### config.mk
export PLATFORM = sky130hd
export DESIGN_NAME = quan_sched
export DESIGN_NICKNAME = d
export VERILOG_FILES = /design/src/rtl/quan_sched.sv
export SDC_FILE = /design/constraint.sdc
export NUM_CORES = 1
export LEC_CHECK = 0
export ABC_CLOCK_PERIOD_IN_PS = 9000
export BUFFER_PORTS_ARGS = -buffer_cell sky130_fd_sc_hd__buf_2
export CORE_MARGIN = 5
export CORE_UTILIZATION = 30
export CTS_CLUSTER_DIAMETER = 60
export DETAILED_ROUTE_END_ITERATION = 10
export PLACE_DENSITY = 0.47
export SETUP_SLACK_MARGIN = 0.3
export SLEW_MARGIN = 20
export SYNTH_ARGS = -nofsm -noshare
export SYNTH_HDL_FRONTEND = slang
export SYNTH_SLANG_ARGS = --single-unit
### constraint.sdc
create_clock -name clk -period 9 [get_ports clk]
set_input_delay 1.35 -clock clk [delete_from_list [all_inputs] [get_ports clk]]
set_output_delay 1.35 -clock clk [all_outputs]
set_load 0.02 [all_outputs]
### src/rtl/quan_sched.sv
// quan_sched: feeds accumulator words to an external quantizer with per-channel
// parameters and returns the quantized results tagged with their channel.
module quan_sched #(
    parameter int NUM_CH_MAX = 16,
    parameter int QUAN_LAT   = 2
) (
    input  logic        clk,
    input  logic        rst_n,
    input  logic        cfg_we,
    input  logic [3:0]  cfg_addr,
    input  logic [27:0] cfg_data,
    input  logic        start,
    input  logic [4:0]  num_ch,
    input  logic        din_valid,
    output logic        din_ready,
    input  logic [17:0] din,
    input  logic        din_last,
    output logic [17:0] q_din,
    output logic [15:0] q_scale_M0,
    output logic [3:0]  q_shift,
    output logic [7:0]  q_zero_point,
    input  logic [7:0]  q_dout,
    output logic        dout_valid,
    output logic [7:0]  dout,
    output logic [3:0]  dout_ch,
    output logic        busy,
    output logic        done
);
    localparam logic [4:0] CH_MAX = 5'(NUM_CH_MAX);

    typedef enum logic [1:0] {IDLE, RUN, DRAIN, DONE} state_t;

    state_t      state, state_nx;
    logic [27:0] par_tbl [NUM_CH_MAX];
    logic [4:0]  num_ch_r;
    logic [3:0]  ch_cnt;
    logic [QUAN_LAT:0] vld_sr;
    logic [3:0]  tag_sr [QUAN_LAT+1];
    logic        xfer;

    assign din_ready = state == RUN;
    assign xfer      = din_valid & din_ready;
    assign busy      = state != IDLE;
    assign done      = state == DONE;

    always_comb begin
        state_nx = state;
        case (state)
            IDLE:    state_nx = start ? RUN : IDLE;
            RUN:     state_nx = (xfer && din_last) ? DRAIN : RUN;
            DRAIN:   state_nx = (vld_sr == '0) ? DONE : DRAIN;
            default: state_nx = IDLE;
        endcase
    end

    // parameter table has no reset; software loads it while idle
    always_ff @(posedge clk)
        if (cfg_we && state == IDLE) par_tbl[cfg_addr] <= cfg_data;

    always_ff @(posedge clk or negedge rst_n) begin
        if (!rst_n) begin
            state        <= IDLE;
            num_ch_r     <= CH_MAX;
            ch_cnt       <= '0;
            vld_sr       <= '0;
            for (int i = 0; i <= QUAN_LAT; i++) tag_sr[i] <= '0;
            q_din        <= '0;
            q_scale_M0   <= '0;
            q_shift      <= '0;
            q_zero_point <= '0;
            dout_valid   <= 1'b0;
            dout         <= '0;
            dout_ch      <= '0;
        end else begin
            state <= state_nx;
            if (state == IDLE && start) begin
                num_ch_r <= (num_ch == '0 || num_ch > CH_MAX) ? CH_MAX : num_ch;
                ch_cnt   <= '0;
            end
            if (xfer) begin
                ch_cnt <= ({1'b0, ch_cnt} == num_ch_r - 5'd1) ? '0 : ch_cnt + 4'd1;
                q_din  <= din;
                {q_scale_M0, q_shift, q_zero_point} <= par_tbl[ch_cnt];
            end
            // tag pipeline mirrors the quantizer latency plus the output register
            vld_sr    <= {vld_sr[QUAN_LAT-1:0], xfer};
            tag_sr[0] <= ch_cnt;
            for (int i = 1; i <= QUAN_LAT; i++) tag_sr[i] <= tag_sr[i-1];
            dout_valid <= vld_sr[QUAN_LAT];
            dout       <= vld_sr[QUAN_LAT] ? q_dout : dout;
            dout_ch    <= vld_sr[QUAN_LAT] ? tag_sr[QUAN_LAT] : dout_ch;
        end
    end
endmodule

# Yosys cells after proc, flatten, opt, wreduce, memory -nomap -nowiden
# Memory sizes are Yosys's and may differ from the RTL's. A register that Yosys moved wholly into a read port is not among the register bits.
# Cells that the tools add are included.
[op_classes] mux=10 n_addsub=2 n_eq_ne=4 order_cmp=1 reduce_logical=10 n_bitwise=1
[op_table] cell="4-bit 2-to-1 mux" count=3
[op_table] cell="2-bit case mux with 3 select lines" count=1
[op_table] cell="4-bit by 5-bit equality test with 1-bit output" count=1
[op_table] cell="5-bit > comparator, second input constant" count=1
[op_table] cell="5-bit zero test" count=1
[op_table] cell="5-bit 2-to-1 mux" count=1
[op_table] cell="5-bit by 1-bit subtractor with 5-bit output, second input constant" count=1
[op_table] cell="4-bit by 1-bit adder with 4-bit output, second input constant" count=1
[op_table] cell="2-bit equality test, second input constant" count=2
[op_table] cell="1-bit 2-to-1 mux" count=4
[op_table] cell="2-bit nonzero test" count=2
[op_table] cell="1-bit logical AND" count=3
[op_table] cell="3-bit zero test" count=1
[op_table] cell="2-bit by 1-bit equality test with 1-bit output, second input constant" count=1
[op_table] cell="2-bit zero test" count=1
[op_table] cell="2-bit 2-to-1 mux" count=1
[op_table] cell="1-bit AND" count=1
[op_table] cell="1-bit zero test" count=1
[op_table] cell="1-bit logical OR" count=1
[totals] mem_count=1 out_inout_bits=62 ff_bits=57 mem_bits_rw=448 inputBits=69 word_cells=40
[memory_table] name="par_tbl" words=16 width=28 read_ports=1 rd_ports_with_merged_regs=1 wr=1 line="34" source="logic [27:0] par_tbl [NUM_CH_MAX];"

# Depth between registers and ports, before layout
[logic_depth] ltp_word=5 ltp_mapped=8 mapped_depth_nobuf=6

# Least setup slack after synthesis
# OpenSTA, ideal clock, no wires.
[synth_path] path_type="input to register" startpoint="input port cfg_addr[2]" endpoint="memory par_tbl[0][0], enable pin" slack_ns=4.831 setup_ns=0.448 n_path_buf=0 arrival_ns=3.721 cell_stages=2 required_time_ns=8.552 cell_sequence="or3_1 nor3_1"
[synth_lines] element="start: declaration" line="10" source="input logic [3:0] cfg_addr,"
[synth_lines] element="end: declaration" line="34"
# Straight into the memory's write port.

# Final worst setup path
[layout_path] startpoint="register state[0]" endpoint="output port busy"
[layout_via] elab_chain_len=1
[layout_lines] element="start: declaration" line="33" source="state_t state, state_nx;"
[layout_lines] element="start signal: assignment" line="75" source="state <= state_nx;"
[layout_lines] element="2-bit nonzero test" line="43" source="assign busy = state != IDLE;"
[layout_lines] element="end: declaration" line="26" source="output logic busy,"
# Every way passes these cells.

==> summary.txt <==
Cells and area
  – FF/Latch Area: roughly 16000 sq um
  – Multi-input logic area: about 4600 sq um
  – N_diodes: 0
  – Post-layout nets: roughly 1200
  – Area grow syn2layout: 18.3%
  – Final Non-Filler Cells: about 2000
  – # fillers: around 6200
  – Layout cells sized above 1: 0.323

Floorplan
  – Starting Density: 0.303
  – Total core area: roughly 67000 sq um
  – Chip Width: ~270 microns
  – Row count: 95
  – # IOs: 131
  – Die area: between 70000 and 80000 sq um
  – Die H: roughly 270 microns

Clocking
  – Hold Buf Count CTS: 0
  – CTS tree: done
  – Post-CTS Resized: 0
  – Clk pin slew, worst setup/hold paths: roughly 0.060 ns
  – Clock net sink count: around 530
  – Postcts setup bufs: 0
  – Clk root buf: clkbuf_16
  – H-tree depth: 2
  – Num CTS Buffers: a little under 60
  – Clock latency on the worst-skew pair: around 0.61 ns
  – Bufs on Longest Clock Path: 3

Logic synthesis
  – Synthesized area per cell: 21.3 sq um
  – Mapped Area: a little over 20000 sq um
  – Mapped Nets: roughly 1000
  – Ys async rst share: 0.159
  – Syn Inst Count: between 900 and 1000
  – Yosys cell types: 42
  – Sequential element share of the synthesized area: 0.764
  – Synthesis-stage register bit count: around 530
  – Post-synth EDFFs: around 450
  – Yosys warning count: 0
  – Synth Flop Type: edfxtp_1

STA
  – Final Critical Period: about 3.2 ns
  – Final number of setup-violating endpoints: 0
  – Slew HR: 0.313
  – Hold_ws: 0.345 ns
  – Final Hold Fails: 0
  – Max Freq: between 300 and 400 MHz
  – RSZ-0062 raised after global routing: no
  – Max-slew violations: 0
  – Final period util: 0.361
  – Clk_skew: 0.0210 ns
  – Setup TNS Final: 0 ns
  – Worst-Margin Slew: just over 1 ns

Route
  – Vias per cell: approximately 4.8
  – Via count: 9744
  – First-pass iteration count of the detailed router: 5
  – Routed len/inst: 22.9 microns
  – DR iter-0 viols: 543
  – DRC errors left: 0
  – WL final: 46800 microns
  – Post-route ant nets: 0

Global route
  – Antenna violations before repair: 4
  – First-pass GRT wire length: 69700 microns
  – Largest net degree at the start of global routing: 108
  – Vias in the first global route: 10400
  – Final global-route overflow total: 0
  – GRT Total Usage: 0.126

Power
  – Lkg Pwr: 8.11 nW
  – Power, Total: 6.74 mW
  – Pwr/cell area: roughly 280 nW/um^2
  – Peak supply drop: approximately 220 uV

Critical path
  – Critical register-to-register path endpoint: par_tbl[14][18]
  – Startpoint class of the critical path: flop
  – Crit end category: output port
  – Critical path arrival: 1.90 ns
  – Setup Crit Path Kind: reg2out
  – WP data required: roughly 7.7 ns
  – Worst r2r path cells: 4
  – Critical-path maximum fanout: 6
  – FF-to-FF setup slack: 6.03 ns
  – Worst r2r src: state[0]

Outcome
  – Outcome: finished clean

Min path
  – Hold Path Depth: 0
  – Hold path startpoint: tag_sr[11]
  – Hold endpoint: tag_sr[7]
  – Hold Path Class: reg2reg

Placement
  – RePlAce Congestion: 0.713
  – # port buffers: between 100 and 150
  – Hpwl dp: 26200 microns
  – Placed insts: around 1900

Run
  – Number of max-cap violations: 0
[worst max-delay path: stages, from the launching register on]
cell and delay [ns]:
dfrtp_1 0.42, nor2_1 0.61, inv_1 0.09, buf_2 0.19
[cell type report]
| cell class | count | area share |
|---|---|---|
| timing repair buffer | 153 | 0.0369 |
| clock inverter | 27 | 0.0127 |
| clock buffer | 83 | 0.0665 |
| multi-input combinational | 371 | 0.191 |
| inverter | 6 | 0.000934 |
| tap | 873 | 0.0453 |
| sequential | 533 | 0.646 |
[cells in the final DEF, fill, tap and decap left out, drive strengths merged, types with 2 or more instances in the layout]
cell type,n
a21oi,30
and2,3
buf,153
bufinv,5
clkbuf,83
clkinv,16
clkinvlp,3
dfrtp,84
edfxtp,448
ha,3
inv,9
mux2,40
mux2i,28
mux4,112
nand2,64
nand2b,7
nand4,3
nand4b,2
nor2,16
nor3,6
o21a,2
o21ai,8
o22ai,28
xnor2,5
xor2,2
[worst max path at each step]
stage                start            end  depth (start not counted)
5_1_grt           state[0]           busy                          3
3_3_place_gp     din_valid      ch_cnt[2]                          7
3_5_place_dp     din_valid  q_scale_M0[6]                          6
2_1_floorplan  cfg_addr[2]  par_tbl[0][0]                          2
4_1_cts           state[0]           busy                          3
6_report          state[0]           busy                          3
[flip-flops by register name (all words and copies together) (netlist names)]
register and count:
ch_cnt 4, dout 8, dout_ch 4, dout_valid 1, num_ch_r 5, par_tbl 448
q_din 18, q_scale_M0 16, q_shift 4, q_zero_point 8, state 2, tag_sr 12
vld_sr 3
[routing by layer]
layer	share of wire	wire length (microns)	global-route usage
met3	0.046	2180	0.0225
met1	0.44	20700	0.170
met2	0.49	23000	0.212
met5	0.00015	7	0
met4	0.020	960	0.0350
[report_power, final]
part           internal (mW)  switching, mW  leakage, nW
registers               2.88          0.174         5.06
clock network           1.39          0.960        0.927
logic                  0.595          0.733         2.12
[synth_stat cells (2+ instances only)]
| cell | number | area, sq um |
|---|---|---|
| inv_1 | 5 | 18.8 |
| nand4b_1 | 2 | 17.5 |
| o22ai_2 | 12 | 150 |
| ha_1 | 3 | 37.5 |
| and2_1 | 3 | 18.8 |
| xnor2_1 | 5 | 43.8 |
| clkbuf_1 | 14 | 52.6 |
| mux2_2 | 40 | 450 |
| mux4_2 | 66 | 1490 |
| nand2b_1 | 7 | 43.8 |
| edfxtp_1 | 448 | 13500 |
| nor3_1 | 6 | 30.0 |
| buf_6 | 7 | 78.8 |
| dfrtp_1 | 84 | 2100 |
| o22ai_1 | 16 | 100 |
| mux4_1 | 46 | 1210 |
| xor2_1 | 2 | 17.5 |
| nand4_1 | 3 | 18.8 |
| nor2_1 | 16 | 60.1 |
| mux2i_1 | 28 | 280 |
| o21ai_0 | 8 | 40.0 |
| nand2_1 | 64 | 240 |
| buf_2 | 15 | 75.1 |
| o21a_1 | 2 | 15.0 |
| a21oi_1 | 30 | 150 |
| buf_4 | 10 | 75.1 |
[cell families (layout without fill, tap and decap cells)]
group           count (synthesis)  in the layout  share of synthesized area
buf+inv                        54            269                     0.0153
fa+ha+maj                       3              3                    0.00184
simple gates                  109            109                     0.0237
compound gates                 72             72                     0.0242
xor+xnor                        7              7                    0.00301
mux                           180            180                      0.168
flops                         533            533                      0.764
[metrics by stage]
stage / setup WS [ns] / utilization / instance area [sq um]
6_report: 5.75 / 0.359 / 24100
3_3_place_gp: 5.39 / 0.329 / 22100
5_1_grt: 5.64 / 0.359 / 24100
3_5_place_dp: 5.38 / 0.329 / 22100
2_1_floorplan: 4.83 / - / 20400
4_1_cts: 5.67 / 0.357 / 24000
Power figures use the tool's default switching activity.
